File: config.mk
export PLATFORM = sky130hd
export DESIGN_NAME = popcount18_unary_tx
export DESIGN_NICKNAME = d
export VERILOG_FILES = /design/src/rtl/popcount18_unary_tx_pkg.sv /design/src/rtl/popcount18_unary_tx_bit_sel.sv /design/src/rtl/popcount18_unary_tx.sv
export SDC_FILE = /design/constraint.sdc
export NUM_CORES = 1
export LEC_CHECK = 0
export BUFFER_PORTS_ARGS = -buffer_cell sky130_fd_sc_hd__buf_2
export CORE_MARGIN = 4
export CORE_UTILIZATION = 54
export CTS_CLUSTER_DIAMETER = 120
export CTS_CLUSTER_SIZE = 28
export DETAILED_ROUTE_END_ITERATION = 8
export MAX_ROUTING_LAYER = met4
export PLACE_DENSITY_LB_ADDON = 0.1
export SYNTH_ARGS = -nofsm -noshare
export SYNTH_HDL_FRONTEND = slang
export SYNTH_SLANG_ARGS = --single-unit
File: constraint.sdc
create_clock -name clk -period 3.1 [get_ports clk]
set_clock_uncertainty 0.15 [all_clocks]
set_input_delay 0.155 -clock clk [delete_from_list [all_inputs] [get_ports clk]]
set_output_delay 0.155 -clock clk [all_outputs]
set_load 0.03 [all_outputs]
File: src/rtl/popcount18_unary_tx_pkg.sv
`default_nettype none
// ============================================================================
// Module      : popcount_pkg
// Description : Shared constants and types for the popcount18 unary
//               transmitter: frame length, count width, FSM state type and
//               the count word type.
// Revision    : 1.0 - initial release
// ============================================================================
package popcount_pkg;

    localparam int POPCOUNT_N  = 18;
    localparam int POPCOUNT_CW = 5;

    typedef enum logic [0:0] {
        ST_IDLE = 1'b0,
        ST_SEND = 1'b1
    } state_t;

    typedef logic [POPCOUNT_CW-1:0] count_t;

endpackage
`default_nettype wire

File: src/rtl/popcount18_unary_tx_bit_sel.sv
`default_nettype none
// ============================================================================
// Module      : popcount_bit_sel
// Description : Combinational bit selector for one beat of a unary frame.
//               Thermometer build : bit = (idx < cnt).
//               Spread build      : bit = (acc + cnt >= N)  (Bresenham).
//               The spread pattern is selected by POPCOUNT_TX_SPREAD_EN.
// Ports       : i_idx  beat index within the frame
//               i_cnt  clamped ones count of the frame
//               i_acc  Bresenham accumulator for this beat
//               o_bit  serial bit for this beat
// Revision    : 1.0 - initial release
// ============================================================================
module popcount_bit_sel
    import popcount_pkg::*;
#(
    parameter int N  = POPCOUNT_N,
    parameter int CW = POPCOUNT_CW
) (
    input  logic [CW-1:0] i_idx,
    input  logic [CW-1:0] i_cnt,
    input  logic [CW:0]   i_acc,
    output logic          o_bit
);

`ifdef POPCOUNT_TX_SPREAD_EN
    logic [CW:0] w_t;
    logic        w_unused_idx;

    // acc < N and cnt <= N, so the sum never exceeds CW+1 bits.
    assign w_t          = i_acc + {1'b0, i_cnt};
    assign o_bit        = (w_t >= (CW+1)'(N));
    assign w_unused_idx = ^i_idx;
`else
    logic w_unused_acc;

    assign o_bit        = (i_idx < i_cnt);
    assign w_unused_acc = ^i_acc;
`endif

endmodule
`default_nettype wire

File: src/rtl/popcount18_unary_tx.sv
`default_nettype none
// ============================================================================
// Module      : popcount18_unary_tx
// Description : Accepts a count (0..N, larger values clamped to N) and emits
//               it as an N-beat unary bit frame holding exactly that many
//               ones. Valid/ready handshake on both sides; zero-bubble
//               frame chaining when a new count arrives on the last beat.
//               Define POPCOUNT_TX_SPREAD_EN to spread the ones evenly
//               (Bresenham) instead of the default thermometer pattern.
// Ports       : clk, rst        clock, synchronous active-high reset
//               in_valid/ready  count handshake, in_count requested ones
//               out_valid/ready beat handshake
//               out_bit         serial bit; out_first/out_last frame marks
//               clamped         one-cycle pulse when in_count exceeded N
// Revision    : 1.0 - initial release
// ============================================================================
module popcount18_unary_tx
    import popcount_pkg::*;
#(
    parameter int N  = POPCOUNT_N,
    parameter int CW = POPCOUNT_CW
) (
    input  logic          clk,
    input  logic          rst,
    input  logic          in_valid,
    output logic          in_ready,
    input  logic [CW-1:0] in_count,
    output logic          out_valid,
    input  logic          out_ready,
    output logic          out_bit,
    output logic          out_first,
    output logic          out_last,
    output logic          clamped
);

    localparam logic [CW-1:0] c_N    = CW'(N);
    localparam logic [CW-1:0] c_LAST = CW'(N - 1);

    state_t        r_state;
    logic [CW-1:0] r_idx;
    logic [CW-1:0] r_cnt;
    logic          r_bit;
    logic          r_first;
    logic          r_last;
    logic          r_clamped;

    logic          w_accept;
    logic          w_beat;
    logic          w_end;
    logic          w_over;
    logic [CW-1:0] w_cnt_new;
    logic [CW-1:0] w_idx_inc;
    logic [CW-1:0] w_sel_idx;
    logic [CW-1:0] w_sel_cnt;
    logic [CW:0]   w_sel_acc;
    logic          w_sel_bit;

    // Ready in IDLE, or on the last beat of a frame that is being accepted,
    // so a new count can be chained without a bubble.
    assign in_ready  = (r_state == ST_IDLE) |
                       ((r_state == ST_SEND) & (r_idx == c_LAST) & out_ready);
    assign out_valid = (r_state == ST_SEND);
    assign out_bit   = r_bit;
    assign out_first = r_first;
    assign out_last  = r_last;
    assign clamped   = r_clamped;

    assign w_accept  = in_valid & in_ready;
    assign w_beat    = out_valid & out_ready;
    assign w_end     = w_beat & (r_idx == c_LAST);
    assign w_over    = (in_count > c_N);
    assign w_cnt_new = w_over ? c_N : in_count;
    assign w_idx_inc = r_idx + 1'b1;

`ifdef POPCOUNT_TX_SPREAD_EN
    logic [CW:0] r_acc;
    logic [CW:0] w_acc_t;
    logic [CW:0] w_acc_nxt;

    // Accumulator for the beat following the one currently presented.
    assign w_acc_t   = r_acc + {1'b0, r_cnt};
    assign w_acc_nxt = r_bit ? (w_acc_t - (CW+1)'(N)) : w_acc_t;
    assign w_sel_acc = w_accept ? '0 : w_acc_nxt;
`else
    assign w_sel_acc = '0;
`endif

    // Bit selection looks one beat ahead so out_bit can be registered.
    assign w_sel_idx = w_accept ? '0 : w_idx_inc;
    assign w_sel_cnt = w_accept ? w_cnt_new : r_cnt;

    popcount_bit_sel #(
        .N  (N),
        .CW (CW)
    ) u_bit_sel (
        .i_idx (w_sel_idx),
        .i_cnt (w_sel_cnt),
        .i_acc (w_sel_acc),
        .o_bit (w_sel_bit)
    );

    always_ff @(posedge clk) begin
        if (rst) begin
            r_state   <= ST_IDLE;
            r_idx     <= '0;
            r_cnt     <= '0;
            r_bit     <= 1'b0;
            r_first   <= 1'b0;
            r_last    <= 1'b0;
            r_clamped <= 1'b0;
`ifdef POPCOUNT_TX_SPREAD_EN
            r_acc     <= '0;
`endif
        end else begin
            r_clamped <= w_accept & w_over;
            if (w_accept) begin
                r_state <= ST_SEND;
                r_idx   <= '0;
                r_cnt   <= w_cnt_new;
                r_bit   <= w_sel_bit;
                r_first <= 1'b1;
                r_last  <= 1'b0;
`ifdef POPCOUNT_TX_SPREAD_EN
                r_acc   <= '0;
`endif
            end else if (w_end) begin
                r_state <= ST_IDLE;
                r_idx   <= '0;
                r_bit   <= 1'b0;
                r_first <= 1'b0;
                r_last  <= 1'b0;
            end else if (w_beat) begin
                r_idx   <= w_idx_inc;
                r_bit   <= w_sel_bit;
                r_first <= 1'b0;
                r_last  <= (w_idx_inc == c_LAST);
`ifdef POPCOUNT_TX_SPREAD_EN
                r_acc   <= w_acc_nxt;
`endif
            end
        end
    end

endmodule
`default_nettype wire

Yosys cells after proc, flatten, opt, wreduce, memory -nomap -nowiden
Cells that the tools add are included.
W data, S select, Z words.

storage, ports and cells
  register bits = 15
  bits in latches = 0
  bits in writable memories = 0
  ROM bits = 0
  bits of input ports = 9
  output and inout bits = 6
  memories kept = 0

cells by class
  add/subtract/negate cells = 1
  multipliers = 0
  divide/modulo/power cells = 0
  $lt $le $gt $ge = 2
  eq/ne operators = 2
  shift operators = 0
  multiplexer cells = 11
  bitwise gates (word level) = 8
  reductions and logical operators = 3

operators by type and width
  operator               count
  $mux W5                3
  $eq A5 B5 Y1 const B   2
  $mux W1                8
  $and A1 B1 Y1          6
  $add A5 B1 Y5 const B  1
  $gt A5 B5 Y1 const B   1
  $lt A5 B5 Y1           1
  $reduce_bool A3 Y1     1
  $reduce_or A3 Y1       1
  $reduce_bool A2 Y1     1
  $not A1 Y1             1
  $or A1 B1 Y1           1

Depth between registers and ports, before layout
  depth in word-level cells = 10
  mapped depth = 11

Modules after synthesis
Synthesis repeated with hierarchy kept, for this count alone.

second synthesis, totals
  cell total of the unflattened synthesis = 115
  area total of the unflattened synthesis = 957.2 um2

by module, submodules not included
  module               times used  cells each  area each (um2)  sequential area each (um2)
  popcount18_unary_tx  1           100         847.1            300.3
  popcount_bit_sel     1           15          110.1            0.0

Least setup slack after synthesis
No wires, ideal clock.

  kind = reg-to-reg
  from = register r_idx[0]
  to = register r_bit (netlist: out_bit)
  setup time = 79 ps
  arrival = 2496 ps
  required time = 2871 ps
  slack = 375 ps
  cell stages (with the launch flop) = 11
  cells stage by stage = dfxtp_1 > ha_1 > nor4bb_4 > a31o_4 > buf_12 > mux2i_1 > ha_1 > a211oi_1 > nor2_1 > or3_1 > a32oi_2

on the way
  longest elaborated chain between the ends = 10

RTL lines
  item                         RTL line                                              RTL
  start, declared              popcount18_unary_tx.sv:40                             logic [CW-1:0] r_idx;
  start signal, assigned       popcount18_unary_tx.sv:133                            r_idx <= w_idx_inc;
  $eq A5 B5 Y1                 popcount18_unary_tx.sv:61, popcount18_unary_tx.sv:70
  $and A1 B1 Y1 (2 in series)  popcount18_unary_tx.sv:61                             ((r_state == ST_SEND) & (r_idx == c_LAST) & out_ready);
  $or A1 B1 Y1                 popcount18_unary_tx.sv:60                             assign in_ready = (r_state == ST_IDLE) |
  $and A1 B1 Y1                popcount18_unary_tx.sv:68                             assign w_accept = in_valid & in_ready;
  $mux W5 (on tied branches)   n/a
  $lt A5 B5 Y1                 popcount18_unary_tx_bit_sel.sv:37                     assign o_bit = (i_idx < i_cnt);
  $mux W1                      popcount18_unary_tx.sv:132                            end else if (w_beat) begin
  $mux W1                      popcount18_unary_tx.sv:126                            end else if (w_end) begin
  $mux W1                      popcount18_unary_tx.sv:116                            if (w_accept) begin
  end signal, assigned         popcount18_unary_tx.sv:120                            r_bit <= w_sel_bit;
  end signal, assigned         popcount18_unary_tx.sv:134                            r_bit <= w_sel_bit;
  end, declared                popcount18_unary_tx.sv:42                             logic r_bit;

Several ways; a longest one is shown, not always the timed one. The select of a mux whose other input is x is not followed.
A chain may end at the register's enable or synchronous reset.

Worst setup path after layout
Ends and elaborated chain as after synthesis.

==> impl_results.rst <==
.. list-table::
   :header-rows: 1

   * - Metric
     - Value
   * - Seq cells post-synth
     - 15
   * - Area growth from synthesis to layout
     - 12.0%
   * - Hold path startpoint
     - in_valid
   * - Number of routed nets with antenna violations
     - 0
   * - Core footprint
     - 1580 µm²
   * - Number of diodes added for antenna fixing
     - 0
   * - Minimum clock period after layout
     - just under 3 ns
   * - Average cell area after synthesis
     - between 8 and 9 µm²
   * - Cell count after placement
     - 131
   * - Summed negative setup slack over all endpoints
     - 0 ns
   * - Net Sw Frac
     - 0.294
   * - Final Setup Violations
     - 0
   * - Compound-Gate Fraction of Synth Area
     - 0.133
   * - Cell internal power dissipation
     - 0.283 mW
   * - Hold Path Stages
     - 3
   * - HPWL after DPL
     - around 1400 µm
   * - DRT Pass-1 Iters
     - 4
   * - Residual DRC
     - 0
   * - Count of routing violations after the opening detailed-route iteration
     - 13
   * - Ratio of total power to cell area
     - roughly 380 nW/µm²
   * - Maximum number of pins on one net before global-route repair
     - 13
   * - Worst slew margin relative to its limit
     - 0.536
   * - Vias after detailed routing
     - about 750
   * - Starting utilization of the core area
     - 0.598
   * - Pre-CTS worst setup slack
     - 0.108 ns
   * - Post-route cell area
     - 1050 µm²
   * - Synth Area in Simple Gates
     - 0.284
   * - Part of the total power dissipated in sequential elements
     - 0.519
   * - Total power after layout
     - ~0.4 mW
   * - Hold slack
     - 0.0132 ns
   * - CTS tree
     - yes
   * - Max H-tree Level
     - 1
   * - Routed via count divided by cell count
     - ~5.4
   * - First-pass GRT wire length
     - 3170 µm
   * - Number of buffers added on ports
     - 14
   * - Sinks on Clock Net
     - 15
   * - Final number of hold-violating endpoints
     - 0
   * - Non-filler instance count after layout
     - 140
   * - Per-cell routed wire length
     - around 13 µm
   * - GRT overflow
     - 0
   * - Largest family of logic cells by synthesized area
     - simple AND/OR/NAND/NOR gates
   * - Die boundary width
     - about 50 µm
   * - Share of total power in the clock network
     - 0.281
   * - Type of origin of the critical path
     - register
   * - CP Data Required Time
     - ~3.2 ns
   * - Total detailed-routing wirelength
     - approximately 1900 µm
   * - Maximum clock path buffer count
     - 2
   * - Clk Latency, worst-skew pair
     - between 0.2 and 0.3 ns
   * - Fraction of power consumed by combinational cells
     - 0.200
   * - Full die area
     - about 2500 µm²
   * - Highest attainable clock frequency
     - roughly 340 MHz
   * - Top library cells by usage in the layout, fill and taps aside
     - sky130_fd_sc_hd__nor2_1, sky130_fd_sc_hd__dfxtp_1, sky130_fd_sc_hd__buf_2
   * - Net switching power figure
     - approximately 0.12 mW
   * - Largest fanout on the critical path
     - 9
   * - Kind of end point of the critical path
     - register
   * - Clock Tree Root
     - sky130_fd_sc_hd__clkbuf_4
   * - Number of antenna violations at the first check in global routing
     - 0
   * - Mux contribution to synthesized area
     - 0.0425
   * - Cells after Synth
     - about 110
   * - Share of synthesized registers carrying an async set or reset
     - 0
   * - Final design utilization
     - 0.669
   * - Hold EP
     - out_valid$_SDFFE_PP0P_
   * - FF-to-FF setup slack
     - ~0.14 ns
   * - Fraction of layout cells with a size suffix above 1
     - 0.250
   * - Outcome
     - completed
   * - Top flip-flop cell by instance count after synthesis
     - sky130_fd_sc_hd__dfxtp_1
   * - Post-layout worst setup margin
     - between 0.1 and 0.15 ns
   * - Xor and xnor fraction of the mapped netlist area
     - 0.0651
   * - Final layout net count
     - approximately 140
   * - Die boundary height
     - approximately 50 µm
   * - Vias in the first global route
     - around 700
   * - R2r startpoint
     - r_idx[0]$_SDFFE_PP0P_
   * - Yosys warns
     - 0
   * - Post-DP Area
     - approximately 1000 µm²
   * - Number of enable-type register cells in the synthesized netlist
     - 0
   * - Number of max-cap violations
     - 0
   * - Final weighted congestion in routability-driven placement
     - between 0.8 and 0.9
   * - Largest vdd supply drop
     - 0.315 mV
   * - Data arrival at the endpoint of the critical path
     - roughly 3 ns
   * - Top-level port count
     - 15
   * - Worst R2R Path Depth
     - 9
   * - TritonCTS buffer count
     - 3
   * - Clock transition at the registers of the reported paths
     - 0.09 ns
   * - Unique masters post-synth
     - 34
   * - Class of the worst hold path
     - input pin to register
   * - Max Transition Viols Final
     - 0
   * - Worst Setup Path Type
     - register to register
   * - Part of the Yosys area used for sequential elements
     - 0.319
   * - Netlist Area Pre-Place
     - around 940 µm²
   * - Standby leakage power
     - around 0.43 nW
   * - FF-to-FF End
     - out_bit$_SDFFE_PP0P_
   * - Area share of fa/ha/maj cells after synthesis
     - 0.0930
   * - Part of the cycle the worst path needs
     - 0.954
   * - Post-synth net total
     - about 120
   * - All-layer global routing usage
     - 0.170
   * - Transition time at the pin with the least slew margin
     - about 0.69 ns
   * - Cell Rows
     - 14
## worst max-delay path by stage
stage | from | endpoint | slack [ns]
final | r_idx[0]$_SDFFE_PP0P_ | out_bit$_SDFFE_PP0P_ | 0.14
after global routing | r_idx[0]$_SDFFE_PP0P_ | out_bit$_SDFFE_PP0P_ | -0.003
after CTS | r_idx[0]$_SDFFE_PP0P_ | out_bit$_SDFFE_PP0P_ | 0.09
after detailed placement | r_idx[0]$_SDFFE_PP0P_ | out_bit$_SDFFE_PP0P_ | 0.11
after global placement | r_idx[0]$_SDFFE_PP0P_ | out_bit$_SDFFE_PP0P_ | 0.32
after floorplan | r_idx[0]$_SDFFE_PP0P_ | out_bit$_SDFFE_PP0P_ | 0.38
## cells in the mapped netlist, types with 2 or more instances
cell                       number  area (µm²)
sky130_fd_sc_hd__a21oi_1        6        30.0
sky130_fd_sc_hd__a31oi_1        2        12.5
sky130_fd_sc_hd__buf_2          2        10.0
sky130_fd_sc_hd__dfxtp_1       15         300
sky130_fd_sc_hd__ha_1           7        87.6
sky130_fd_sc_hd__inv_1          4        15.0
sky130_fd_sc_hd__mux2i_1        4        40.0
sky130_fd_sc_hd__nand2_1        5        18.8
sky130_fd_sc_hd__nand2b_1       2        12.5
sky130_fd_sc_hd__nand3_1        5        25.0
sky130_fd_sc_hd__nand3b_1       2        15.0
sky130_fd_sc_hd__nand4_1        2        12.5
sky130_fd_sc_hd__nor2_1        15        56.3
sky130_fd_sc_hd__nor2_2         4        25.0
sky130_fd_sc_hd__nor2b_1        4        25.0
sky130_fd_sc_hd__o21ai_0        4        20.0
sky130_fd_sc_hd__xnor2_1        4        35.0
sky130_fd_sc_hd__xor2_1         3        26.3
## power groups by stage
| stage | logic (mW) | registers [mW] | clock network [mW] |
|---|---|---|---|
| 6_report | 0.0803 | 0.208 | 0.113 |
| 5_1_grt | 0.0886 | 0.209 | 0.129 |
| 4_1_cts | 0.0750 | 0.208 | 0.117 |
| 3_5_place_dp | 0.0736 | 0.212 | 0 |
| 3_3_place_gp | 0.0735 | 0.212 | 0 |
| 2_1_floorplan | 0.0510 | 0.218 | 0 |
## sequential cells by signal (all words and copies together), names as in the netlist
register / count
clamped: 1
out_first: 1
r_cnt: 5
out_valid: 1
out_bit: 1
out_last: 1
r_idx: 5
## cell type report
| type | instances | area (µm²) |
|---|---|---|
| Clock buffer | 3 | 22.5 |
| Clock inverter | 1 | 5.00 |
| Fill cell | 142 | 522 |
| Inverter | 4 | 15.0 |
| Multi-Input combinational cell | 82 | 582 |
| Sequential cell | 15 | 300 |
| Tap cell | 16 | 20.0 |
| Timing Repair Buffer | 19 | 110 |
## worst max-delay path, cell delays in order, from the launching register on
cell,delay [ns]
sky130_fd_sc_hd__dfxtp_1,0.43
sky130_fd_sc_hd__ha_1,0.22
sky130_fd_sc_hd__nor4bb_4,0.39
sky130_fd_sc_hd__a31o_4,0.28
sky130_fd_sc_hd__mux2i_1,0.28
sky130_fd_sc_hd__ha_1,0.28
sky130_fd_sc_hd__a211oi_1,0.24
sky130_fd_sc_hd__nor2_1,0.08
sky130_fd_sc_hd__or3_1,0.39
sky130_fd_sc_hd__a32oi_2,0.15
## metal layers
metal	track usage	routed length (µm)
met1	0.232	953
met3	0.0392	72
met4	0.0876	38
met2	0.229	788
met5	-	0
## cell families after synthesis
kind of cell	after synthesis
simple gates	46
compound gates	18
flops	15
buf+inv	9
xor+xnor	7
fa+ha+maj	7
mux	4
## timing repair
| item | 4_1_cts | 5_1_grt |
|---|---|---|
| setup buffers | 0 | 4 |
| gates resized for setup | 0 | 0 |
| hold buffers | 1 | 0 |
| endpoints found under the hold margin | 1 | 0 |
| endpoints found under the setup margin | 0 | 1 |
Power figures use the tool's default switching activity.
